[config.mk]
export PLATFORM = sky130hd
export DESIGN_NAME = sel_capture_stage
export DESIGN_NICKNAME = d
export VERILOG_FILES = /design/src/rtl/sel_capture_stage.sv
export SDC_FILE = /design/constraint.sdc
export NUM_CORES = 1
export LEC_CHECK = 0
export ABC_AREA = 1
export BUFFER_PORTS_ARGS = -buffer_cell sky130_fd_sc_hd__buf_2
export CAP_MARGIN = 0
export CORE_UTILIZATION = 40
export CTS_BUF_LIST = sky130_fd_sc_hd__clkbuf_8
export DETAILED_ROUTE_END_ITERATION = 10
export GPL_TIMING_DRIVEN = 0
export PLACE_DENSITY = 0.75
export RECOVER_POWER = 50
export SLEW_MARGIN = 20
export SYNTH_ARGS = -nofsm -noshare
export SYNTH_HDL_FRONTEND = slang
export SYNTH_SLANG_ARGS = --single-unit
[constraint.sdc]
create_clock -name clk -period 1.1 [get_ports clk]
set_input_delay 0.11 -clock clk [delete_from_list [all_inputs] [get_ports clk]]
set_output_delay 0.11 -clock clk [all_outputs]
set_load 0.02 [all_outputs]
[src/rtl/sel_capture_stage.sv]
// Registered capture stage for the priority-select result, with a 2-entry skid buffer on a valid/ready output.
// Define SEL_CAPTURE_STATS_EN to build the saturating per-branch delivery counters; otherwise they read 0.
module sel_capture_stage #(
   parameter int CNT_W = 8
) (
   input  logic             clk,
   input  logic             rst,
   input  logic             in_valid,
   output logic             in_ready,
   input  logic             d1,
   input  logic             d2,
   input  logic             cr1,
   input  logic             cr2,
   output logic             out_valid,
   input  logic             out_ready,
   output logic             tmp_q,
   output logic             tt_q,
   output logic [1:0]       src_q,
   output logic [CNT_W-1:0] cnt_cr1,
   output logic [CNT_W-1:0] cnt_cr2,
   output logic [CNT_W-1:0] cnt_dflt
);

   typedef enum logic [1:0] {
      ST_EMPTY = 2'd0,
      ST_ONE   = 2'd1,
      ST_FULL  = 2'd2
   } state_t;

   // Entry layout: {tmp, tt, src[1:0]}
   function automatic logic [3:0] entry_f(input logic a1, input logic a2,
                                          input logic c1, input logic c2);
      logic       tmp_v;
      logic [1:0] src_v;
      if (c1) begin
         tmp_v = a1;
         src_v = 2'b01;
      end else if (c2) begin
         tmp_v = a1;
         src_v = 2'b10;
      end else begin
         tmp_v = a2;
         src_v = 2'b00;
      end
      return {tmp_v, a1 & a2, src_v};
   endfunction

   state_t     state_q, state_d;
   logic [3:0] main_q, main_d;
   logic [3:0] skid_q, skid_d;
   logic       in_ready_q, in_ready_d;
   logic       out_valid_q, out_valid_d;
   logic       accept_s;
   logic       pop_s;
   logic [3:0] new_entry_s;

   assign accept_s    = in_valid & in_ready_q;
   assign pop_s       = out_valid_q & out_ready;
   assign new_entry_s = entry_f(d1, d2, cr1, cr2);

   always_comb begin
      state_d = state_q;
      main_d  = main_q;
      skid_d  = skid_q;
      case (state_q)
         ST_EMPTY: begin
            if (accept_s) begin
               main_d  = new_entry_s;
               state_d = ST_ONE;
            end else begin
               state_d = ST_EMPTY;
            end
         end
         ST_ONE: begin
            if (accept_s && pop_s) begin
               main_d = new_entry_s;
            end else if (accept_s) begin
               skid_d  = new_entry_s;
               state_d = ST_FULL;
            end else if (pop_s) begin
               state_d = ST_EMPTY;
            end else begin
               state_d = ST_ONE;
            end
         end
         ST_FULL: begin
            if (pop_s) begin
               main_d  = skid_q;
               state_d = ST_ONE;
            end else begin
               state_d = ST_FULL;
            end
         end
         default: begin
            state_d = ST_EMPTY;
         end
      endcase
      // Handshake flags are flopped from the next state so they come straight off registers.
      in_ready_d  = (state_d != ST_FULL);
      out_valid_d = (state_d != ST_EMPTY);
   end

   always_ff @(posedge clk) begin
      if (rst) begin
         state_q     <= ST_EMPTY;
         main_q      <= 4'b0000;
         skid_q      <= 4'b0000;
         in_ready_q  <= 1'b1;
         out_valid_q <= 1'b0;
      end else begin
         state_q     <= state_d;
         main_q      <= main_d;
         skid_q      <= skid_d;
         in_ready_q  <= in_ready_d;
         out_valid_q <= out_valid_d;
      end
   end

   assign in_ready  = in_ready_q;
   assign out_valid = out_valid_q;
   assign tmp_q     = main_q[3];
   assign tt_q      = main_q[2];
   assign src_q     = main_q[1:0];

`ifdef SEL_CAPTURE_STATS_EN
   localparam logic [CNT_W-1:0] CNT_MAX = {CNT_W{1'b1}};
   localparam logic [CNT_W-1:0] CNT_ONE = {{(CNT_W-1){1'b0}}, 1'b1};

   logic [CNT_W-1:0] cnt_cr1_q, cnt_cr1_d;
   logic [CNT_W-1:0] cnt_cr2_q, cnt_cr2_d;
   logic [CNT_W-1:0] cnt_dflt_q, cnt_dflt_d;

   function automatic logic [CNT_W-1:0] sat_inc_f(input logic [CNT_W-1:0] v);
      if (v == CNT_MAX) begin
         return v;
      end else begin
         return v + CNT_ONE;
      end
   endfunction

   always_comb begin
      cnt_cr1_d  = cnt_cr1_q;
      cnt_cr2_d  = cnt_cr2_q;
      cnt_dflt_d = cnt_dflt_q;
      if (pop_s) begin
         case (src_q)
            2'b01:   cnt_cr1_d  = sat_inc_f(cnt_cr1_q);
            2'b10:   cnt_cr2_d  = sat_inc_f(cnt_cr2_q);
            2'b00:   cnt_dflt_d = sat_inc_f(cnt_dflt_q);
            default: cnt_dflt_d = cnt_dflt_q;
         endcase
      end else begin
         cnt_dflt_d = cnt_dflt_q;
      end
   end

   always_ff @(posedge clk) begin
      if (rst) begin
         cnt_cr1_q  <= {CNT_W{1'b0}};
         cnt_cr2_q  <= {CNT_W{1'b0}};
         cnt_dflt_q <= {CNT_W{1'b0}};
      end else begin
         cnt_cr1_q  <= cnt_cr1_d;
         cnt_cr2_q  <= cnt_cr2_d;
         cnt_dflt_q <= cnt_dflt_d;
      end
   end

   assign cnt_cr1  = cnt_cr1_q;
   assign cnt_cr2  = cnt_cr2_q;
   assign cnt_dflt = cnt_dflt_q;
`else
   assign cnt_cr1  = {CNT_W{1'b0}};
   assign cnt_cr2  = {CNT_W{1'b0}};
   assign cnt_dflt = {CNT_W{1'b0}};
`endif

endmodule

=== Word level (Yosys, flattened, before mapping) ===
Cells that the tools add are included.

* Reduce and logical (&&, ||, !) cells: 6
* Bitwise gates (word level): 4
* Divide/modulo/power cells: 0
* Shift operators: 0
* Multiply operators: 0
* Add/subtract/negate cells: 0
* Eq/ne operators: 6
* Multiplexer cells: 14
* Order comparisons: 0

{| class="wikitable"
|+ Operators with widths
! operator !! number
|-
| two-way mux 4 bit || 3
|-
| one-hot mux 4 bit (3 select lines) || 1
|-
| two-way mux 2 bit || 5
|-
| inequality test 2 bit (second input constant) || 4
|-
| one-hot mux 2 bit (3 select lines) || 1
|-
| two-way mux 1 bit || 4
|-
| AND reduction 4 bit || 1
|-
| bitwise AND 1 bit || 3
|-
| AND reduction 3 bit || 1
|-
| nonzero test 3 bit || 1
|-
| == test 2 x 1 -> 1 bit (second input constant) || 1
|-
| == test 2 bit (second input constant) || 1
|-
| zero test 2 bit || 1
|-
| nonzero test 2 bit || 1
|-
| logical AND 1 bit || 1
|-
| NOT 1 bit || 1
|}

* RAM bits: 0
* Input port bits: 8
* Register bits: 12
* ROM bits: 0
* Bits in latches: 0
* Memories kept: 0

=== Longest topological paths before layout ===
* Depth in word-level cells: 6
* Gate-level depth with buffers: 7
* Mapped depth without buffers: 7

=== Worst setup path before layout ===
Ideal clock, no wire load.

* Path kind: flip-flop to flip-flop
* From: reg out_valid_q, in the netlist out_valid
* To: reg main_q[3]
* Clock period less this slack: 1112 ps
* Stages on the path, launching flop included: 8
* Slack: -12 ps
* Arrival: 1001 ps
* Buffers on the path: 0
* Cells stage by stage: dfxtp_1 > nand2_1 > nand2_2 > nand2_2 > nand2_2 > nand2_1 > nor2_1 > nor2_1

* Word-level cells in the longest chain between the ends: 4
* Elaborated cells on any way between the ends: 5
* Those cells by class: 2 x eq/ne; 1 x bitwise; 2 x reduce/logical

{| class="wikitable"
|+ Ends and longest elaborated chain
! what !! RTL line !! source
|-
| start, declared || 52 || <nowiki>logic out_valid_q, out_valid_d;</nowiki>
|-
| start signal, assigned || 115 || <nowiki>out_valid_q <= out_valid_d;</nowiki>
|-
| bitwise AND 1 bit (*) || 58 || <nowiki>assign pop_s = out_valid_q & out_ready;</nowiki>
|-
| logical AND 1 bit || 75 || <nowiki>if (accept_s && pop_s) begin</nowiki>
|-
| inequality test 2 bit (no source line) || n/a ||
|-
| AND reduction 4 bit (no source line) (*) || n/a ||
|-
| end signal, assigned || 112 || <nowiki>main_q <= main_d;</nowiki>
|-
| end, declared || 49 || <nowiki>logic [3:0] main_q, main_d;</nowiki>
|}

Every way passes the cells marked *; elsewhere a longest branch is shown, timed or not.
A chain may end at the register's enable or synchronous reset.

=== Worst setup path in the final report ===
* From: reg state_q[1]
* To: reg main_q[2]

* Word-level cells in the longest chain between the ends: 3
* Elaborated cells on any way between the ends: 9
* Those cells by class: 5 x eq/ne; 1 x mux; 3 x reduce/logical

{| class="wikitable"
|+ Ends and longest elaborated chain
! what !! RTL line !! source
|-
| start, declared || 48 || <nowiki>state_t state_q, state_d;</nowiki>
|-
| start signal, assigned || 111 || <nowiki>state_q <= state_d;</nowiki>
|-
| == test 2 x 1 -> 1 bit (tied with other cells) || 65 || <nowiki>case (state_q)</nowiki>
|-
| inequality test 2 bit (no source line) / nonzero test 3 bit (equally long branches) || n/a ||
|-
| AND reduction 4 bit (no source line) || n/a ||
|}

Several ways; a longest one is shown, not always the timed one.

==> impl_metrics.py <==
metrics = {
    "status": {
        "status": "finished, final reports clean",
    },
    "final_layout": {
        "ff_latch_area_sq_um": 248,
        "mostFrequentLayoutCells": "buf_4 (26), conb_1 (24), nand2_1 (19)",
        "final_core_util": 0.594,
        "n_antenna_cell": 0,
        "final_layout_size_suffix_gt1_frac": 0.382,
        "syn_to_final_growth_pct": 36.0,
        "final_cells": 177,
        "layout_commonest_cell": "buf_4",
        "nNetsFinal": 161,
        "multi_input_area_sq_um": 419,
        "fillers": 182,
    },
    "floorplan": {
        "initial_core_util": 0.437,
        "top_level_ports": 38,
        "die_w_um": 45.9,
        "dieArea_sq_mm": 0.00211,
        "die_height_um": 45.9,
        "coreArea_sq_mm": 0.00176,
        "core.rowCount": 15,
    },
    "route": {
        "num_vias": 676,
        "routed_wl_mm": 1.36,
        "drtPass1Iterations": 4,
        "drtIter0Drc": 12,
        "via_per_inst": 3.82,
        "wire_per_inst_um": 7.66,
        "ant_nets": 0,
        "drc": 0,
    },
    "min_path": {
        "hold_start": "rst",
        "min_path_cells": 2,
        "min_to": "skid_q[1]",
        "hold_path_class": "primary input to register",
    },
    "clock_network": {
        "clock_path_buffers": 2,
        "path_clk_slew_ns": 0.06,
        "cts.sinks": 12,
        "cts_buffers": 3,
        "cts_tree": "built",
        "clockRootBuffer": "clkbuf_8",
        "insertion_delay_ns": 0.24,
        "h-tree-depth": 1,
    },
    "global_routing": {
        "grt_pass1_vias": 504,
        "grt_max_degree": 10,
        "antenna_found_initial": 0,
        "grt_pass1_wl_mm": 1.99,
        "grt_usage": 0.134,
        "grt-ovfl-total": 0,
    },
    "worst_setup_path": {
        "critPathRequiredTime_ns": 1.24,
        "path_max_fanout": 8,
        "end_kind": "register",
        "r2r_slack_ns": 0.02,
        "r2r_end": "main_q[2]",
        "reg2reg_depth": 7,
        "crit_type": "register to register",
        "worstSetupStartpointType": "register",
        "worstPathArrival_ns": 1.22,
        "crit-reg2reg-launch": "state_q[1]",
    },
    "logic_synthesis": {
        "yosys_warnings": 0,
        "synth_cells": 110,
        "synth.top_cells.by_area": "dfxtp_1 (31%), buf_4 (23%), nand2_1 (11%)",
        "synth_area_sq_um": 771,
        "yosys.area.top_type": "dfxtp_1",
        "avgSynthCellArea_sq_um": 7.01,
        "ys_ff_latch": 12,
        "synth_top_area_share": 0.312,
        "synth_cell_type_count": 17,
        "yosysSeqAreaShare": 0.312,
    },
    "sta": {
        "finalCritPeriodShare": 0.985,
        "finalHoldViolations": 0,
        "fmax_mhz": 923,
        "setup_slack_ns": 0.0169,
        "min_period_ns": 1.08,
        "skew_ns": 0.00586,
        "rsz0062_at_grt": "yes",
        "slew_violations": 0,
        "holdWs_ns": 0.0337,
        "setup_viol": 0,
    },
    "power_and_ir_drop": {
        "power_leakage_nw": 0.590,
        "p_per_area_mw_per_mm2": 1370,
        "vdd_drop_max_uv": 802,
        "p_total_mw": 1.44,
    },
    "place": {
        "gp_congestion": 0.774,
        "numPortBuffers": 13,
        "post-place-cells": 171,
        "post-place-ws_ns": -0.0377,
        "dpl.hpwl_mm": 1.02,
    },
    "flow_run": {
        "maxCapViolCount": 0,
    },
}
[report_power, final]
part	switching, mW	internal, mW
Clock	0.166	0.316
Combinational	0.275	0.163
Sequential	0.0329	0.488
Total	0.474	0.966
[synthesized netlist by cell type]
cell	number
nand3_1	2
inv_2	3
conb_1	1
inv_1	7
nand3b_1	5
a21oi_1	2
nand2_1	22
o21ai_0	6
o21bai_1	1
nor2_4	2
nand2_2	3
dfxtp_1	12
nand2_4	1
o21ai_2	1
nor2_1	17
nand4_1	1
buf_4	24
[logic make-up (layout without fill, tap and decap cells)]
group	count (synthesis)	after routing	share of synthesized area
and+or+nand+nor	53	53	0.328
other	1	24	0.00487
DFF	12	12	0.312
AOI/OAI and AO/OA	10	10	0.0731
buffers and inverters	34	53	0.282
[what timing repair did]
action / CTS / global route
pin swaps: 1 / 9
endpoints found under the hold margin: 0 / 0
hold buffers: 0 / 0
resized for setup: 1 / 12
setup endpoints to repair: 4 / 8
buffers inserted: 2 / 0
[final cells by class]
| class | count | share of cell area |
|---|---|---|
| Clock buffer | 4 | 0.0525 |
| Inverter | 10 | 0.0406 |
| Sequential cell | 12 | 0.236 |
| Multi-Input combinational cell | 87 | 0.400 |
| Timing Repair Buffer | 15 | 0.0692 |
| Buffer | 24 | 0.172 |
| Tap cell | 25 | 0.0298 |
[critical path, cell delays in order (launching register included)]
cell,delay (ns)
dfxtp_4,0.37
inv_4,0.05
nor2_4,0.19
nand2_4,0.11
nand2_4,0.08
inv_4,0.04
nor2_1,0.09
nor2_1,0.05
[stage by stage]
step | instance area (sq um) | TNS (ns)
global placement | 956 | -0.0143
CTS | 1030 | 0
detailed placement | 956 | -0.128
global route | 1050 | -0.114
floorplan | 860 | 0
finish | 1050 | 0
[worst max path at each step]
stage                from        end  slack [ns]
2_1_floorplan   out_valid  main_q[3]        0.07
3_3_place_gp   state_q[1]  main_q[0]      -0.006
3_5_place_dp   state_q[1]  main_q[2]       -0.04
4_1_cts        state_q[1]  main_q[2]        0.01
5_1_grt         out_valid  main_q[1]       -0.03
6_report       state_q[1]  main_q[2]        0.02
[state kept, by name, indices dropped and copies added (netlist names)]
signal     cells
main_q         4
skid_q         4
state_q        2
in_ready       1
out_valid      1
[routing by layer]
metal / GRT usage / up-vias / routed length (um)
li1: - / 374 / -
met4: 0.0529 / 0 / 9
met5: 0 / - / 0
met1: 0.153 / 272 / 568
met3: 0.0476 / 2 / 106
met2: 0.225 / 28 / 671
Note: power is estimated with default switching activity, not from simulation.
